File: src/rtl/lcd_timing_pkg.sv
// lcd_timing_pkg
// Shared definitions for the RGB-LCD timing generator:
//   - default panel timing (800x480 class panel)
//   - FSM state type for the run/stop controller
//   - rgb565_to_888: RGB565 -> RGB888 expansion by MSB replication
//   - bar_rgb: colour table for the optional test pattern
//     (the pattern is only used when LCD_TEST_PATTERN_EN is defined)
package lcd_timing_pkg;

    localparam int unsigned DEF_H_ACTIVE = 800;
    localparam int unsigned DEF_H_FP     = 40;
    localparam int unsigned DEF_H_SYNC   = 128;
    localparam int unsigned DEF_H_BP     = 88;
    localparam int unsigned DEF_V_ACTIVE = 480;
    localparam int unsigned DEF_V_FP     = 13;
    localparam int unsigned DEF_V_SYNC   = 3;
    localparam int unsigned DEF_V_BP     = 29;
    localparam int unsigned DEF_CNT_W    = 12;

    typedef enum logic [1:0] {
        StIdle,
        StRun,
        StStopping
    } lcd_state_e;

    // Replicating the top bits makes full-scale 565 map to full-scale 888.
    function automatic logic [23:0] rgb565_to_888(input logic [15:0] d);
        return {d[15:11], d[15:13], d[10:5], d[10:9], d[4:0], d[4:2]};
    endfunction

    // Bit 0 = red, bit 1 = green, bit 2 = blue.
    function automatic logic [23:0] bar_rgb(input logic [2:0] idx);
        logic [23:0] c;
        case (idx)
            3'd0:    c = 24'h000000;
            3'd1:    c = 24'hFF0000;
            3'd2:    c = 24'h00FF00;
            3'd3:    c = 24'hFFFF00;
            3'd4:    c = 24'h0000FF;
            3'd5:    c = 24'hFF00FF;
            3'd6:    c = 24'h00FFFF;
            default: c = 24'hFFFFFF;
        endcase
        return c;
    endfunction

endpackage

File: src/rtl/lcd_hv_counter.sv
// lcd_hv_counter
// Horizontal/vertical position counters with region decode.
// Line order is SYNC, BP, ACTIVE, FP; frame order likewise in lines.
// Ports:
//   clk_i        pixel clock
//   rst_i        synchronous reset, active-high
//   run_i        advance counters; when low both counters are held at 0
//   h_sync_o     h in sync region      v_sync_o  v in sync region
//   h_act_o      h in active region    v_act_o   v in active region
//   first_o      h == 0 and v == 0
//   frame_end_o  last pixel of the frame (h and v both at their last value)
//   x_o / y_o    offsets from the start of the active region (valid when active)
module lcd_hv_counter #(
    parameter int unsigned H_ACTIVE = 800,
    parameter int unsigned H_FP     = 40,
    parameter int unsigned H_SYNC   = 128,
    parameter int unsigned H_BP     = 88,
    parameter int unsigned V_ACTIVE = 480,
    parameter int unsigned V_FP     = 13,
    parameter int unsigned V_SYNC   = 3,
    parameter int unsigned V_BP     = 29,
    parameter int unsigned CNT_W    = 12
) (
    input  logic             clk_i,
    input  logic             rst_i,
    input  logic             run_i,
    output logic             h_sync_o,
    output logic             v_sync_o,
    output logic             h_act_o,
    output logic             v_act_o,
    output logic             first_o,
    output logic             frame_end_o,
    output logic [CNT_W-1:0] x_o,
    output logic [CNT_W-1:0] y_o
);

    localparam int unsigned H_TOTAL = H_SYNC + H_BP + H_ACTIVE + H_FP;
    localparam int unsigned V_TOTAL = V_SYNC + V_BP + V_ACTIVE + V_FP;

    localparam logic [CNT_W-1:0] HSyncEnd = CNT_W'(H_SYNC);
    localparam logic [CNT_W-1:0] HActBeg  = CNT_W'(H_SYNC + H_BP);
    localparam logic [CNT_W-1:0] HActEnd  = CNT_W'(H_SYNC + H_BP + H_ACTIVE);
    localparam logic [CNT_W-1:0] HLast    = CNT_W'(H_TOTAL - 1);
    localparam logic [CNT_W-1:0] VSyncEnd = CNT_W'(V_SYNC);
    localparam logic [CNT_W-1:0] VActBeg  = CNT_W'(V_SYNC + V_BP);
    localparam logic [CNT_W-1:0] VActEnd  = CNT_W'(V_SYNC + V_BP + V_ACTIVE);
    localparam logic [CNT_W-1:0] VLast    = CNT_W'(V_TOTAL - 1);

    logic [CNT_W-1:0] h_q, h_d, v_q, v_d;
    logic             h_wrap;

    assign h_wrap = (h_q == HLast);

    always_comb begin
        h_d = h_q;
        v_d = v_q;
        if (!run_i) begin
            h_d = '0;
            v_d = '0;
        end else if (h_wrap) begin
            h_d = '0;
            v_d = (v_q == VLast) ? '0 : v_q + 1'b1;
        end else begin
            h_d = h_q + 1'b1;
        end
    end

    always_ff @(posedge clk_i) begin
        if (rst_i) begin
            h_q <= '0;
            v_q <= '0;
        end else begin
            h_q <= h_d;
            v_q <= v_d;
        end
    end

    assign h_sync_o    = (h_q < HSyncEnd);
    assign v_sync_o    = (v_q < VSyncEnd);
    assign h_act_o     = (h_q >= HActBeg) && (h_q < HActEnd);
    assign v_act_o     = (v_q >= VActBeg) && (v_q < VActEnd);
    assign first_o     = (h_q == '0) && (v_q == '0);
    assign frame_end_o = h_wrap && (v_q == VLast);
    assign x_o         = h_q - HActBeg;
    assign y_o         = v_q - VActBeg;

endmodule

File: src/rtl/lcd_timing_gen.sv
// lcd_timing_gen
// RGB-LCD timing generator and pixel pump. Generates DE/HSYNC/VSYNC, reads RGB565
// pixels from the line FIFO, expands them to RGB888 and flags FIFO underflow.
// Ports:
//   PixelClk       pixel clock (all logic on rising edge)
//   RST            synchronous reset, active-high
//   Enable         run request; start/stop happen on frame boundaries
//   FIFO_RE        FIFO read strobe (combinational); data valid the next cycle
//   FIFO_Empty     FIFO empty flag
//   FIFO_Data      RGB565 pixel {R5,G6,B5}
//   LCD_DE         data enable, active-high
//   LCD_HSYNC      horizontal sync, active level HS_POL
//   LCD_VSYNC      vertical sync, active level VS_POL
//   VGA_R/G/B      RGB888 pixel colour
//   FrameStart     1-cycle pulse with the first HSYNC cycle of a frame
//   PixelX/PixelY  active-pixel coordinates, aligned with LCD_DE
//   Underflow      sticky: an active pixel found the FIFO empty
//   UnderflowClr   clears Underflow (a simultaneous new underflow wins)
//   PatternSel     only with LCD_TEST_PATTERN_EN: show 8 colour bars instead of FIFO data
// Macro: LCD_TEST_PATTERN_EN adds the PatternSel input and the colour-bar generator.
// Pixel read in cycle t reaches the pins at t+2; all timing outputs share that delay.
module lcd_timing_gen
    import lcd_timing_pkg::*;
#(
    parameter int unsigned H_ACTIVE  = DEF_H_ACTIVE,
    parameter int unsigned H_FP      = DEF_H_FP,
    parameter int unsigned H_SYNC    = DEF_H_SYNC,
    parameter int unsigned H_BP      = DEF_H_BP,
    parameter int unsigned V_ACTIVE  = DEF_V_ACTIVE,
    parameter int unsigned V_FP      = DEF_V_FP,
    parameter int unsigned V_SYNC    = DEF_V_SYNC,
    parameter int unsigned V_BP      = DEF_V_BP,
    parameter logic        HS_POL    = 1'b0,
    parameter logic        VS_POL    = 1'b0,
    parameter logic [23:0] UFLOW_RGB = 24'hFF0000,
    parameter int unsigned CNT_W     = DEF_CNT_W
) (
    input  logic             PixelClk,
    input  logic             RST,
    input  logic             Enable,
    output logic             FIFO_RE,
    input  logic             FIFO_Empty,
    input  logic [15:0]      FIFO_Data,
    output logic             LCD_DE,
    output logic             LCD_HSYNC,
    output logic             LCD_VSYNC,
    output logic [7:0]       VGA_R,
    output logic [7:0]       VGA_G,
    output logic [7:0]       VGA_B,
    output logic             FrameStart,
    output logic [CNT_W-1:0] PixelX,
    output logic [CNT_W-1:0] PixelY,
    output logic             Underflow,
    input  logic             UnderflowClr
`ifdef LCD_TEST_PATTERN_EN
    ,
    input  logic             PatternSel
`endif
);

    lcd_state_e       state_q;
    logic             running, active, pattern, uflow;
    logic             h_sync, v_sync, h_act, v_act, first, frame_end;
    logic [CNT_W-1:0] act_x, act_y;

    assign running = (state_q != StIdle);

    lcd_hv_counter #(
        .H_ACTIVE(H_ACTIVE), .H_FP(H_FP), .H_SYNC(H_SYNC), .H_BP(H_BP),
        .V_ACTIVE(V_ACTIVE), .V_FP(V_FP), .V_SYNC(V_SYNC), .V_BP(V_BP),
        .CNT_W   (CNT_W)
    ) u_hv (
        .clk_i      (PixelClk),
        .rst_i      (RST),
        .run_i      (running),
        .h_sync_o   (h_sync),
        .v_sync_o   (v_sync),
        .h_act_o    (h_act),
        .v_act_o    (v_act),
        .first_o    (first),
        .frame_end_o(frame_end),
        .x_o        (act_x),
        .y_o        (act_y)
    );

`ifdef LCD_TEST_PATTERN_EN
    assign pattern = PatternSel;
`else
    assign pattern = 1'b0;
`endif

    assign active  = running & h_act & v_act;
    assign FIFO_RE = active & ~FIFO_Empty & ~pattern;
    assign uflow   = active & FIFO_Empty & ~pattern;

    // Stopping only takes effect at the end of the frame; Enable returning cancels it.
    always_ff @(posedge PixelClk) begin
        if (RST) begin
            state_q <= StIdle;
        end else begin
            unique case (state_q)
                StIdle:     if (Enable) state_q <= StRun;
                StRun:      if (!Enable) state_q <= StStopping;
                StStopping: begin
                    if (Enable)         state_q <= StRun;
                    else if (frame_end) state_q <= StIdle;
                end
                default:    state_q <= StIdle;
            endcase
        end
    end

    // Stage 1: timing aligned with the FIFO data cycle.
    logic             s1_de_q, s1_hs_q, s1_vs_q, s1_fs_q, s1_uflow_q, s1_pat_q;
    logic [CNT_W-1:0] s1_x_q, s1_y_q;

    always_ff @(posedge PixelClk) begin
        if (RST) begin
            s1_de_q    <= 1'b0;
            s1_hs_q    <= 1'b0;
            s1_vs_q    <= 1'b0;
            s1_fs_q    <= 1'b0;
            s1_uflow_q <= 1'b0;
            s1_pat_q   <= 1'b0;
            s1_x_q     <= '0;
            s1_y_q     <= '0;
        end else begin
            s1_de_q    <= active;
            s1_hs_q    <= running & h_sync;
            s1_vs_q    <= running & v_sync;
            s1_fs_q    <= running & first;
            s1_uflow_q <= uflow;
            s1_pat_q   <= active & pattern;
            s1_x_q     <= active ? act_x : '0;
            s1_y_q     <= active ? act_y : '0;
        end
    end

    // Stage 2: panel pins.
    logic             de_q, hs_q, vs_q, fs_q, uflow_q;
    logic [23:0]      rgb_q, rgb_d;
    logic [CNT_W-1:0] x_q, y_q;
    logic [2:0]       bar_idx;

    assign bar_idx = 3'((32'(s1_x_q) << 3) / H_ACTIVE);

    always_comb begin
        rgb_d = '0;
        if (s1_de_q) begin
            if (s1_pat_q)        rgb_d = bar_rgb(bar_idx);
            else if (s1_uflow_q) rgb_d = UFLOW_RGB;
            else                 rgb_d = rgb565_to_888(FIFO_Data);
        end
    end

    always_ff @(posedge PixelClk) begin
        if (RST) begin
            de_q  <= 1'b0;
            hs_q  <= ~HS_POL;
            vs_q  <= ~VS_POL;
            fs_q  <= 1'b0;
            rgb_q <= '0;
            x_q   <= '0;
            y_q   <= '0;
        end else begin
            de_q  <= s1_de_q;
            hs_q  <= s1_hs_q ? HS_POL : ~HS_POL;
            vs_q  <= s1_vs_q ? VS_POL : ~VS_POL;
            fs_q  <= s1_fs_q;
            rgb_q <= rgb_d;
            x_q   <= s1_x_q;
            y_q   <= s1_y_q;
        end
    end

    // Set has priority over clear so a same-cycle underflow is never lost.
    always_ff @(posedge PixelClk) begin
        if (RST)               uflow_q <= 1'b0;
        else if (uflow)        uflow_q <= 1'b1;
        else if (UnderflowClr) uflow_q <= 1'b0;
    end

    assign LCD_DE     = de_q;
    assign LCD_HSYNC  = hs_q;
    assign LCD_VSYNC  = vs_q;
    assign FrameStart = fs_q;
    assign VGA_R      = rgb_q[23:16];
    assign VGA_G      = rgb_q[15:8];
    assign VGA_B      = rgb_q[7:0];
    assign PixelX     = x_q;
    assign PixelY     = y_q;
    assign Underflow  = uflow_q;

endmodule

File: config.mk
export PLATFORM = sky130hd
export DESIGN_NAME = lcd_timing_gen
export DESIGN_NICKNAME = d
export VERILOG_FILES = /design/src/rtl/lcd_timing_pkg.sv /design/src/rtl/lcd_hv_counter.sv /design/src/rtl/lcd_timing_gen.sv
export SDC_FILE = /design/constraint.sdc
export NUM_CORES = 1
export LEC_CHECK = 0
export CORE_MARGIN = 3
export CORE_UTILIZATION = 46
export CTS_CLUSTER_DIAMETER = 200
export DETAILED_ROUTE_END_ITERATION = 10
export MAX_ROUTING_LAYER = met4
export PLACE_DENSITY = 0.81
export SLEW_MARGIN = 20
export SYNTH_ARGS = -nofsm -noshare
export SYNTH_HDL_FRONTEND = slang
export SYNTH_HIERARCHICAL = 1
export SYNTH_SLANG_ARGS = --single-unit
File: constraint.sdc
create_clock -name PixelClk -period 5.5 [get_ports PixelClk]
set_input_delay 0.825 -clock PixelClk [delete_from_list [all_inputs] [get_ports PixelClk]]
set_output_delay 0.825 -clock PixelClk [all_outputs]
set_load 0.03 [all_outputs]
Word level (Yosys, flattened, before mapping)
Index checks and enable logic that the tools add are counted.
W data, S select, Z words.
{ "totals": {"input_bits": 21, "register_bits": 108, "output_inout_bits": 54} }
{ "classes": {"n_eq_ne": 7, "n_bitwise": 11, "reduce_logical": 15, "n_mux": 11, "magnitude_cmp": 6, "add_sub_neg": 4} }
{ "ops": {"columns": ["cell", "n"], "rows": [
  ["$add A12 B1 Y12 const B", 2],
  ["$logic_not A12 Y1", 2],
  ["$lt A12 B10 Y1 const B", 2],
  ["$mux W24", 1],
  ["$eq A12 B10 Y1 const B", 1],
  ["$eq A12 B11 Y1 const B", 1],
  ["$ge A12 B6 Y1 const B", 1],
  ["$ge A12 B8 Y1 const B", 1],
  ["$lt A12 B2 Y1 const B", 1],
  ["$lt A12 B8 Y1 const B", 1],
  ["$mux W12", 1],
  ["$sub A12 B6 Y12 const B", 1],
  ["$sub A12 B8 Y12 const B", 1],
  ["$mux W2", 4],
  ["$and A1 B1 Y1", 7],
  ["$pmux W2 S3", 1],
  ["$reduce_or A2 Y1", 3],
  ["$reduce_or A3 Y1", 2],
  ["$logic_and A1 B1 Y1", 4],
  ["$mux W1", 4],
  ["$ne A2 B2 Y1 const B", 2],
  ["$not A1 Y1", 4],
  ["$reduce_bool A2 Y1", 2],
  ["$ne A3 B3 Y1 const B", 1],
  ["other kinds (4)", 4]
]} }

Longest topological paths before layout
Gate-level depths: netlist of the first run.
{ "logic_depth": {"ltp_word": 6, "depth_mapped": 8, "ltp_nobuf": 7} }

Modules after synthesis
Netlist of the first run, hierarchy kept.
{ "by_module_without_submodules": {"columns": ["mod", "cells_each", "area_each_um2", "n_inst"], "rows": [
  ["lcd_timing_gen", 212, 2238.4, 1],
  ["lcd_hv_counter", 195, 1570.3, 1]
]} }

Worst setup path after synthesis of the first run
Ideal clock, no wire load.
{ "synth_timing": {"path_type": "register to output", "start": "reg u_hv.v_q[9]", "end": "out FIFO_RE", "stages_incl_launch_ff": 7, "arrival_ns": 2.398, "required_ns": 4.675, "path_slack_ns": 2.277, "cell_sequence": "dfxtp_1 -> or3_1 -> or4_1 -> nand4b_1 -> a21oi_1 -> nand2_1 -> nor3b_1"} }
{ "synth_via": {"elab_chain_cells": 4, "word_cells_on_any_way": 5, "classes_between": "2 x order compare; 2 x bitwise; 1 x reduce/logical"} }
{ "synth_lines": {"columns": ["element", "line_no", "text"], "rows": [
  ["start, declared", "lcd_hv_counter.sv:49", "logic [CNT_W-1:0] h_q, h_d, v_q, v_d;"],
  ["start signal, assigned", "lcd_hv_counter.sv:74", "v_q <= v_d;"],
  ["$ge A12 B6 Y1 or $lt A12 B10 Y1 (tied branches)", "lcd_hv_counter.sv:81", "assign v_act_o = (v_q >= VActBeg) && (v_q < VActEnd);"],
  ["$logic_and A1 B1 Y1 (*)", "lcd_hv_counter.sv:81", null],
  ["net v_act", "lcd_timing_gen.sv:63", "logic h_sync, v_sync, h_act, v_act, first, frame_end;"],
  ["$and A1 B1 Y1 (*)", "lcd_timing_gen.sv:92", "assign active = running & h_act & v_act;"],
  ["$and A1 B1 Y1 (*)", "lcd_timing_gen.sv:93", "assign FIFO_RE = active & ~FIFO_Empty & ~pattern;"],
  ["end, declared", "lcd_timing_gen.sv:41", "output logic FIFO_RE,"]
]} }
The timed path passes the listed nets; every way through them passes the cells marked *.

Final worst setup path of the first run
Same ends and word-level chain as after synthesis.

==> impl_metrics.ini, run 1 <==
[status]
status = completed

[setup_path]
worstSetupPathType = reg2out
crit_path_start_kind = flip-flop
cp_data_required_time_ns = 4.68
cp-end-kind = primary output
crit_arrival_ns = 3.27
crit_fanout = 26

[synth]
syn-instance-count = 407
yosysTopAreaCellShare_pct = 52.56
synthTopCellsByArea = dfxtp_1 (53%), nor2b_1 (4.4%), inv_1 (3.7%)
yosys.cell_types.count = 40
netlist_area_mm2 = 0.003809
ys.flop_type = dfxtp_1
synth-warning-count = 6
yosys.area.top_type = dfxtp_1
synthArstFlopShare_pct = 0
synth-edff-count = 0
ys_seq_area_share_pct = 52.56
synth-seq-cells = 100
synth_nets = 436
yosysMostFrequentCell = dfxtp_1
synth.avg_cell_area_um2 = 9.358
synth_common_cells = dfxtp_1 (100), inv_1 (38), nor2_1 (38), nor3_1 (28), nor2b_1 (27)

[pwr]
clkPwrFrac_pct = 40.3
power_density_mw_per_mm2 = 271.3
seqPwrFrac_pct = 56.8
power.internal_mw = 1.010
power.leakage_nw = 1.841
ir_drop_v = 0.0001098
p_sw_mw = 0.2743
p_sw_share_pct = 21.36
combPwrFrac_pct = 2.9
power_mw = 1.284

[layout]
num-fill-cells = 654
instances_no_fill = 568
insertedDiodeCount = 0
layout.nets = 490
final_core_util_pct = 59.99
drive_above_1_share_pct = 5.365
area_delta_synth_final_pct = 24.24

[clocking]
cts_tree = yes
cts-resized-gates = 0
clockBufferDepth = 2
cts-root-buf = clkbuf_8
h-tree-depth = 3
cts_buffers = 9
clkLatencyLatePin_ns = 0.36
clock-sinks = 100
post_cts_buffers = 0
holdBufCountCts = 0
clk_pin_slew_worst_paths_ns = 0.09

[global_routing]
grt_start_max_net_pins = 36
grt_pass1_wl_um = 12390
grt_pass1_vias = 2612
grt.overflow.total = 0
grt_usage_pct = 16.34
antenna_found_initial = 0

[placement]
placed_cells = 552
post-dp-hpwl_um = 5164
portBuffers = 74
gp_congestion = 0.9526

[floorplan]
start_util_pct = 48.29
core.rowCount = 32
io_pins = 75
coreArea_mm2 = 0.007888
dieHeight_um = 96.99
die_area_mm2 = 0.009407
die_w_um = 96.99

[drt]
dr.pass1.iters = 4
via_count = 2795
ant_nets = 0
avgViaCountPerCell = 4.921
wirelength_um = 7339
avgRoutedWirePerCell_um = 12.92
drt_iter0_drc = 137
drc_errors = 0

[timing]
tns_ns = 0
rsz0062_at_grt = no
slew_viol_final = 0
worst_slew_pin_slew_ns = 0.9224
setup_viol = 0
finalCriticalPeriod_ns = 4.095
slew_headroom_pct = 38.38
hold_violations = 0
max_freq_ghz = 0.2442
min_period_over_period_pct = 74.46
fin_skew_ns = 0.005141

[hold_path]
hold_class = reg2reg

[run]
maxCapViolations = 0
[critical path, cell delays in order, from the launching register on]
cell	delay (ns)
dfxtp_1	0.38
or3_1	0.39
or4_1	0.47
nand4b_1	0.20
a21oi_1	0.26
nand2_1	0.08
buf_4	0.22
nor3b_1	0.21
clkdlybuf4s50_1	0.70
[logic make-up (layout without fill, tap and decap cells)]
family                     Yosys count  in the layout  share of synthesized area, %
muxes                                1              1                        0.2628
DFF                                100            100                         52.56
xor gates and xnor gates            24             24                         5.519
buffers and inverters               72            131                         9.199
AOI/OAI and AO/OA                   27             27                         4.501
and+or+nand+nor                    175            175                         25.33
adders and majority gates            8              8                         2.628
[metal layers]
metal | wire, um | vias to the layer above | GRT usage [%]
met4 | 85 | 0 | 5.832
met3 | 522 | 8 | 4.398
met1 | 3367 | 1267 | 20.44
met2 | 3364 | 102 | 25.48
met5 | 0 | - | -
li1 | - | 1418 | -
[sequential cells by signal, indices dropped and copies added, names as in the netlist, 2 cells and up]
register and flops:
rgb_q 16, PixelX 12, PixelY 12, s1_x_q 12, s1_y_q 12, u_hv/h_q 12
u_hv/v_q 12, state_q 2
[power by group through the flow]
stage                     clock, mW  sequential (mW)  combinational, mW
after floorplan                   0            0.747             0.0157
after global placement            0            0.746             0.0371
after detailed placement          0            0.746             0.0371
after CTS                     0.531            0.729             0.0375
after global routing          0.562            0.730             0.0410
final                         0.517            0.729             0.0376
[placed cells by master (no fill, tap or decap), types with 5 or more instances in the layout]
master and instances:
a21oi_1 11, and2_1 12, and3_1 6, clkbuf_8 9
clkdlybuf4s50_1 74, dfxtp_1 100, ha_1 8, inv_1 38
nand2_1 12, nand2b_1 5, nand3_1 13, nand4_1 8
nor2_1 38, nor2b_1 27, nor3_1 28, o31ai_1 6
or3_1 6, or4_1 5, xnor2_1 10, xor2_1 14
[area by class of cell]
class                      instances  area (um2)  area share, %
multi-input combinational        235        1468          31.02
timing repair buffer              77       763.2          16.13
clock inverter                     7       105.1          2.221
tap                              102       127.6          2.697
clock buffer                       9       123.9          2.618
sequential                       100        2002          42.31
inverter                          38       142.6          3.014
[worst paths after layout]
path	start	end	slack, ns	cells after the start
max	u_hv/v_q[9]$_SDFFE_PP0N_	FIFO_RE	1.40	8
min	s1_hs_q$_SDFF_PP0_	LCD_HSYNC$_SDFF_PP1_	0.38	1
max reg2reg	u_hv/v_q[9]$_SDFFE_PP0N_	s1_y_q[6]$_SDFF_PP0_	3.21	7
min reg2reg	s1_hs_q$_SDFF_PP0_	LCD_HSYNC$_SDFF_PP1_	0.38	1
[through the flow]
stage	instance area, um2	worst slack [ns]	hold slack, ns
2_1_floorplan	3809	2.277	0.3555
3_3_place_gp	4496	1.905	0.3603
3_5_place_dp	4496	1.822	0.3673
4_1_cts	4725	1.412	0.3900
5_1_grt	4732	1.220	0.3978
6_report	4732	1.405	0.3848
Power figures use the tool's default switching activity.
==> run 2: changes to the inputs <==
- PLACE_DENSITY: 0.81 -> 0.84
- clock period: 5.5 -> 3.4 ns (I/O delays scaled with it)
==> impl_metrics.ini, run 2 (synthesis gave the netlist of run 1 again) <==
[floorplan]
core.rowCount = 32
io_pins = 75
die_w_um = 96.99
start_util_pct = 48.29
dieHeight_um = 96.99
coreArea_mm2 = 0.007888
die_area_mm2 = 0.009407

[layout]
final_common_cell = dfxtp_1
regMostFlops = rgb_q
largest_reg_flops = 16
layout.nets = 490
drive_above_1_share_pct = 5.579
multi_input_area_mm2 = 0.001468
mostFrequentLayoutCells = dfxtp_1 (100), clkdlybuf4s50_1 (73), inv_1 (38), nor2_1 (38), nor3_1 (28)
num-fill-cells = 669
area_delta_synth_final_pct = 23.32
final_core_util_pct = 59.55
insertedDiodeCount = 0
seq_area_mm2 = 0.002002

[setup_path]
crit_fanout = 8
cp_data_required_time_ns = 2.89
worstPathCellList = or3_1 -> or4_1 -> nand4b_1 -> a21oi_1 -> nand2_1 -> nor3b_1 -> buf_4
worstSetupPathType = reg2out
crit_path_start_kind = flip-flop
cp-end-kind = primary output
critPathSlowestCell = or4_1
crit_arrival_ns = 2.54
path_delay_family = simple AND/OR/NAND/NOR gates
max_stage_delay_ns = 0.45
worstReg2RegStart = u_hv/h_q[1]$_SDFF_PP0_
critPathBufInv = 1
critPathLaunch = u_hv/v_q[9]$_SDFFE_PP0N_

[global_routing]
grt_pass1_wl_um = 12440
grt_pass1_vias = 2600
antenna_found_initial = 0
grt_usage_pct = 16.61
grt_start_max_net_pins = 31
grt.overflow.total = 0

[clocking]
clockBufferDepth = 2
clkLatencyLatePin_ns = 0.37
clk_pin_slew_worst_paths_ns = 0.10
cts-resized-gates = 0
post_cts_buffers = 0
cts_buffers = 9
cts_tree = yes
h-tree-depth = 3
cts-root-buf = clkbuf_8
clock-sinks = 100
holdBufCountCts = 0

[pwr]
combPwrFrac_pct = 3.1
p_sw_share_pct = 23.20
seqPwrFrac_pct = 60.2
power_density_mw_per_mm2 = 417.3
clkPwrFrac_pct = 36.8
p_sw_mw = 0.4549
power.internal_mw = 1.505
power.leakage_nw = 1.827
ir_drop_v = 0.0002203

[drt]
via_count = 2813
drt_iter0_drc = 180
dr.pass1.iters = 5
avgRoutedWirePerCell_um = 12.99
wirelength_um = 7376
drc_errors = 0
ant_nets = 0
avgViaCountPerCell = 4.952

[hold_path]
hold_class = reg2reg
hp-start = s1_hs_q$_SDFF_PP0_

[placement]
portBuffers = 74
post-dp-hpwl_um = 5369
gp_congestion = 0.9139
dp_slack_ns = 0.7467

[status]
status = completed

[run]
maxCapViolations = 0

[timing]
tns_ns = 0
worst_slew_pin_slew_ns = 0.8501
rsz0062_at_grt = no
finalCriticalPeriod_ns = 3.047
setup_ws_ns = 0.3528
setup_viol = 0
fin_skew_ns = 0.009378
slew_viol_final = 0
slew_headroom_pct = 43.21
min_period_over_period_pct = 89.62
hold_violations = 0
max_freq_ghz = 0.3282
run 2: worst paths after layout:
kind	slack (ns)	endpoint	depth (start not counted)
hold / removal	0.38	LCD_HSYNC$_SDFF_PP1_	1
hold reg to reg	0.38	LCD_HSYNC$_SDFF_PP1_	1
setup reg to reg	0.82	u_hv/v_q[5]$_SDFFE_PP0N_	6
setup / recovery	0.35	FIFO_RE	7
run 2: routing by layer:
layer / track usage [%] / share of wire (%)
met1: 21.59 / 47
met2: 25.48 / 45
met3: 3.389 / 7.6
met4: 6.479 / 0.83
met5: - / 0
run 2: cell type report:
| cell class | count | share of cell area, % |
|---|---|---|
| clock inverter | 6 | 1.252 |
| clock buffer | 10 | 2.930 |
| inverter | 38 | 3.037 |
| timing repair buffer | 77 | 16.20 |
| sequential | 100 | 42.62 |
| tap | 102 | 2.717 |
| multi-input combinational | 235 | 31.25 |
run 2: power groups by stage:
stage          combinational, mW  sequential (mW)  clock (mW)
6_report                  0.0603             1.18       0.721
5_1_grt                   0.0659             1.18       0.784
4_1_cts                   0.0605             1.18       0.733
3_5_place_dp              0.0600             1.21           0
3_3_place_gp              0.0597             1.21           0
2_1_floorplan             0.0254             1.21           0
run 2: metrics by stage:
step	total power [mW]	area, um2	hold slack (ns)	instances
6_report	1.960	4697	0.3849	568
5_1_grt	2.030	4697	0.4069	568
4_1_cts	1.973	4690	0.3880	568
3_5_place_dp	1.266	4493	0.3644	552
3_3_place_gp	1.266	4493	0.3581	552
2_1_floorplan	1.233	3809	0.3555	407
==> run 3: changes to the inputs <==
- CTS_CLUSTER_SIZE: default -> 30
- PLACE_DENSITY: 0.84 -> 0.81
- SLEW_MARGIN: 20 -> 25
- clock period: 3.4 -> 3.3 ns (I/O delays scaled with it)
==> impl_metrics.ini, run 3 (synthesis gave the netlist of run 1 again) <==
[status]
status = completed

[clocking]
clkLatencyLatePin_ns = 0.35
cts_buffers = 9
cts_tree = yes
holdBufCountCts = 0
clockBufferDepth = 2
cts-resized-gates = 0
cts-root-buf = clkbuf_8
h-tree-depth = 3
clock-sinks = 100
post_cts_buffers = 0
clk_pin_slew_worst_paths_ns = 0.10

[drt]
avgRoutedWirePerCell_um = 12.75
avgViaCountPerCell = 4.882
ant_nets = 0
drc_errors = 0
drt_iter0_drc = 119
wirelength_um = 7255
dr.pass1.iters = 4
via_count = 2778

[setup_path]
cp_data_required_time_ns = 2.80
path_delay_family = simple AND/OR/NAND/NOR gates
critPathBufInv = 1
max_stage_delay_ns = 0.45
crit_arrival_ns = 2.55
cp-end-kind = primary output
worstPathCellList = or3_1 -> or4_1 -> nand4b_1 -> a21oi_1 -> nand2_1 -> nor3b_1 -> buf_4
critPathSlowestCell = or4_1
crit_fanout = 8
crit_path_start_kind = flip-flop
worstSetupPathType = reg2out

[floorplan]
die_w_um = 96.99
io_pins = 75
coreArea_mm2 = 0.007888
dieHeight_um = 96.99
start_util_pct = 48.29
core.rowCount = 32
die_area_mm2 = 0.009407

[timing]
min_period_over_period_pct = 92.19
slew_headroom_pct = 57.58
fin_skew_ns = 0.008265
slew_viol_final = 0
max_freq_ghz = 0.3287
rsz0062_at_grt = no
worst_slew_pin_slew_ns = 0.6343
setup_ws_ns = 0.2577
setup_viol = 0
hold_violations = 0
tns_ns = 0
finalCriticalPeriod_ns = 3.042

[placement]
post-dp-hpwl_um = 5281
gp_congestion = 0.8870
portBuffers = 74
dp_slack_ns = 0.6369

[pwr]
power_mw = 2.138
ir_drop_v = 0.0002338
power_density_mw_per_mm2 = 451.6
seqPwrFrac_pct = 56.8
clkPwrFrac_pct = 40.2
combPwrFrac_pct = 3.0
p_sw_mw = 0.4553
power.leakage_nw = 1.849
p_sw_share_pct = 21.29
power.internal_mw = 1.683

[global_routing]
antenna_found_initial = 0
grt_usage_pct = 16.21
grt_pass1_wl_um = 12230
grt.overflow.total = 0
grt_start_max_net_pins = 31
grt_pass1_vias = 2514

[layout]
largest_reg_flops = 16
final_common_cell = dfxtp_1
layout.nets = 491
drive_above_1_share_pct = 5.996
area_delta_synth_final_pct = 24.31
regMostFlops = rgb_q
final_core_util_pct = 60.03
num-fill-cells = 656
mostFrequentLayoutCells = dfxtp_1 (100), clkdlybuf4s50_1 (73), inv_1 (38), nor2_1 (38), nor3_1 (28)
insertedDiodeCount = 0

[run]
maxCapViolations = 0

[hold_path]
hold_class = reg2reg
## run 3: cell types whose count changed in the layout (fill, tap and decap cells not counted), sizes merged
cell    delta
clkinv     -3
bufinv     +2
inv        +2
buf        +1
clkbuf     -1
## run 3: worst register-to-register path: stages, from the launching register on
cell,delay (ns)
dfxtp_1,0.38
or3_1,0.38
or4_1,0.45
nand4b_1,0.20
a21oi_1,0.27
nand2_1,0.11
buf_4,0.22
nor3_1,0.21
## run 3: metrics by stage
| stage | cell area (um2) | hold WS (ns) | instances |
|---|---|---|---|
| after floorplan | 3809 | 0.3555 | 407 |
| after global placement | 4501 | 0.3599 | 553 |
| after detailed placement | 4501 | 0.3619 | 553 |
| after CTS | 4730 | 0.3791 | 569 |
| after global routing | 4735 | 0.3955 | 569 |
| final | 4735 | 0.3741 | 569 |
## run 3: layout make-up
cell class	instances	area, um2	area share [%]
repair buffers	78	768.2	16.23
clock inverters	7	105.1	2.220
well taps	102	127.6	2.696
multi-input cells	235	1465	30.95
clock buffers	9	123.9	2.616
inverters	38	142.6	3.013
flip-flops and latches	100	2002	42.28
## run 3: final timing paths
kind	slack, ns	depth (start not counted)	start	endpoint
worst max-delay path	0.26	7	u_hv/v_q[9]$_SDFFE_PP0N_	FIFO_RE
worst min-delay path	0.37	1	s1_vs_q$_SDFF_PP0_	LCD_VSYNC$_SDFF_PP1_
worst max register to register	0.99	7	u_hv/v_q[9]$_SDFFE_PP0N_	s1_x_q[4]$_SDFF_PP0_
worst min register to register	0.37	1	s1_vs_q$_SDFF_PP0_	LCD_VSYNC$_SDFF_PP1_
## run 3: routing by layer
layer,global-route usage [%],wire length (um),vias to the layer above
met1,21.23,3467,1258
met3,4.686,491,8
met5,-,0,-
li1,-,-,1423
met4,5.616,78,0
met2,23.99,3218,89
## run 3: power groups by stage
stage / logic, mW / clock network, mW / registers [mW]
finish: 0.0632 / 0.860 / 1.21
global route: 0.0692 / 0.937 / 1.22
CTS: 0.0642 / 0.884 / 1.21
detailed placement: 0.0635 / 0 / 1.24
global placement: 0.0631 / 0 / 1.24
floorplan: 0.0262 / 0 / 1.24
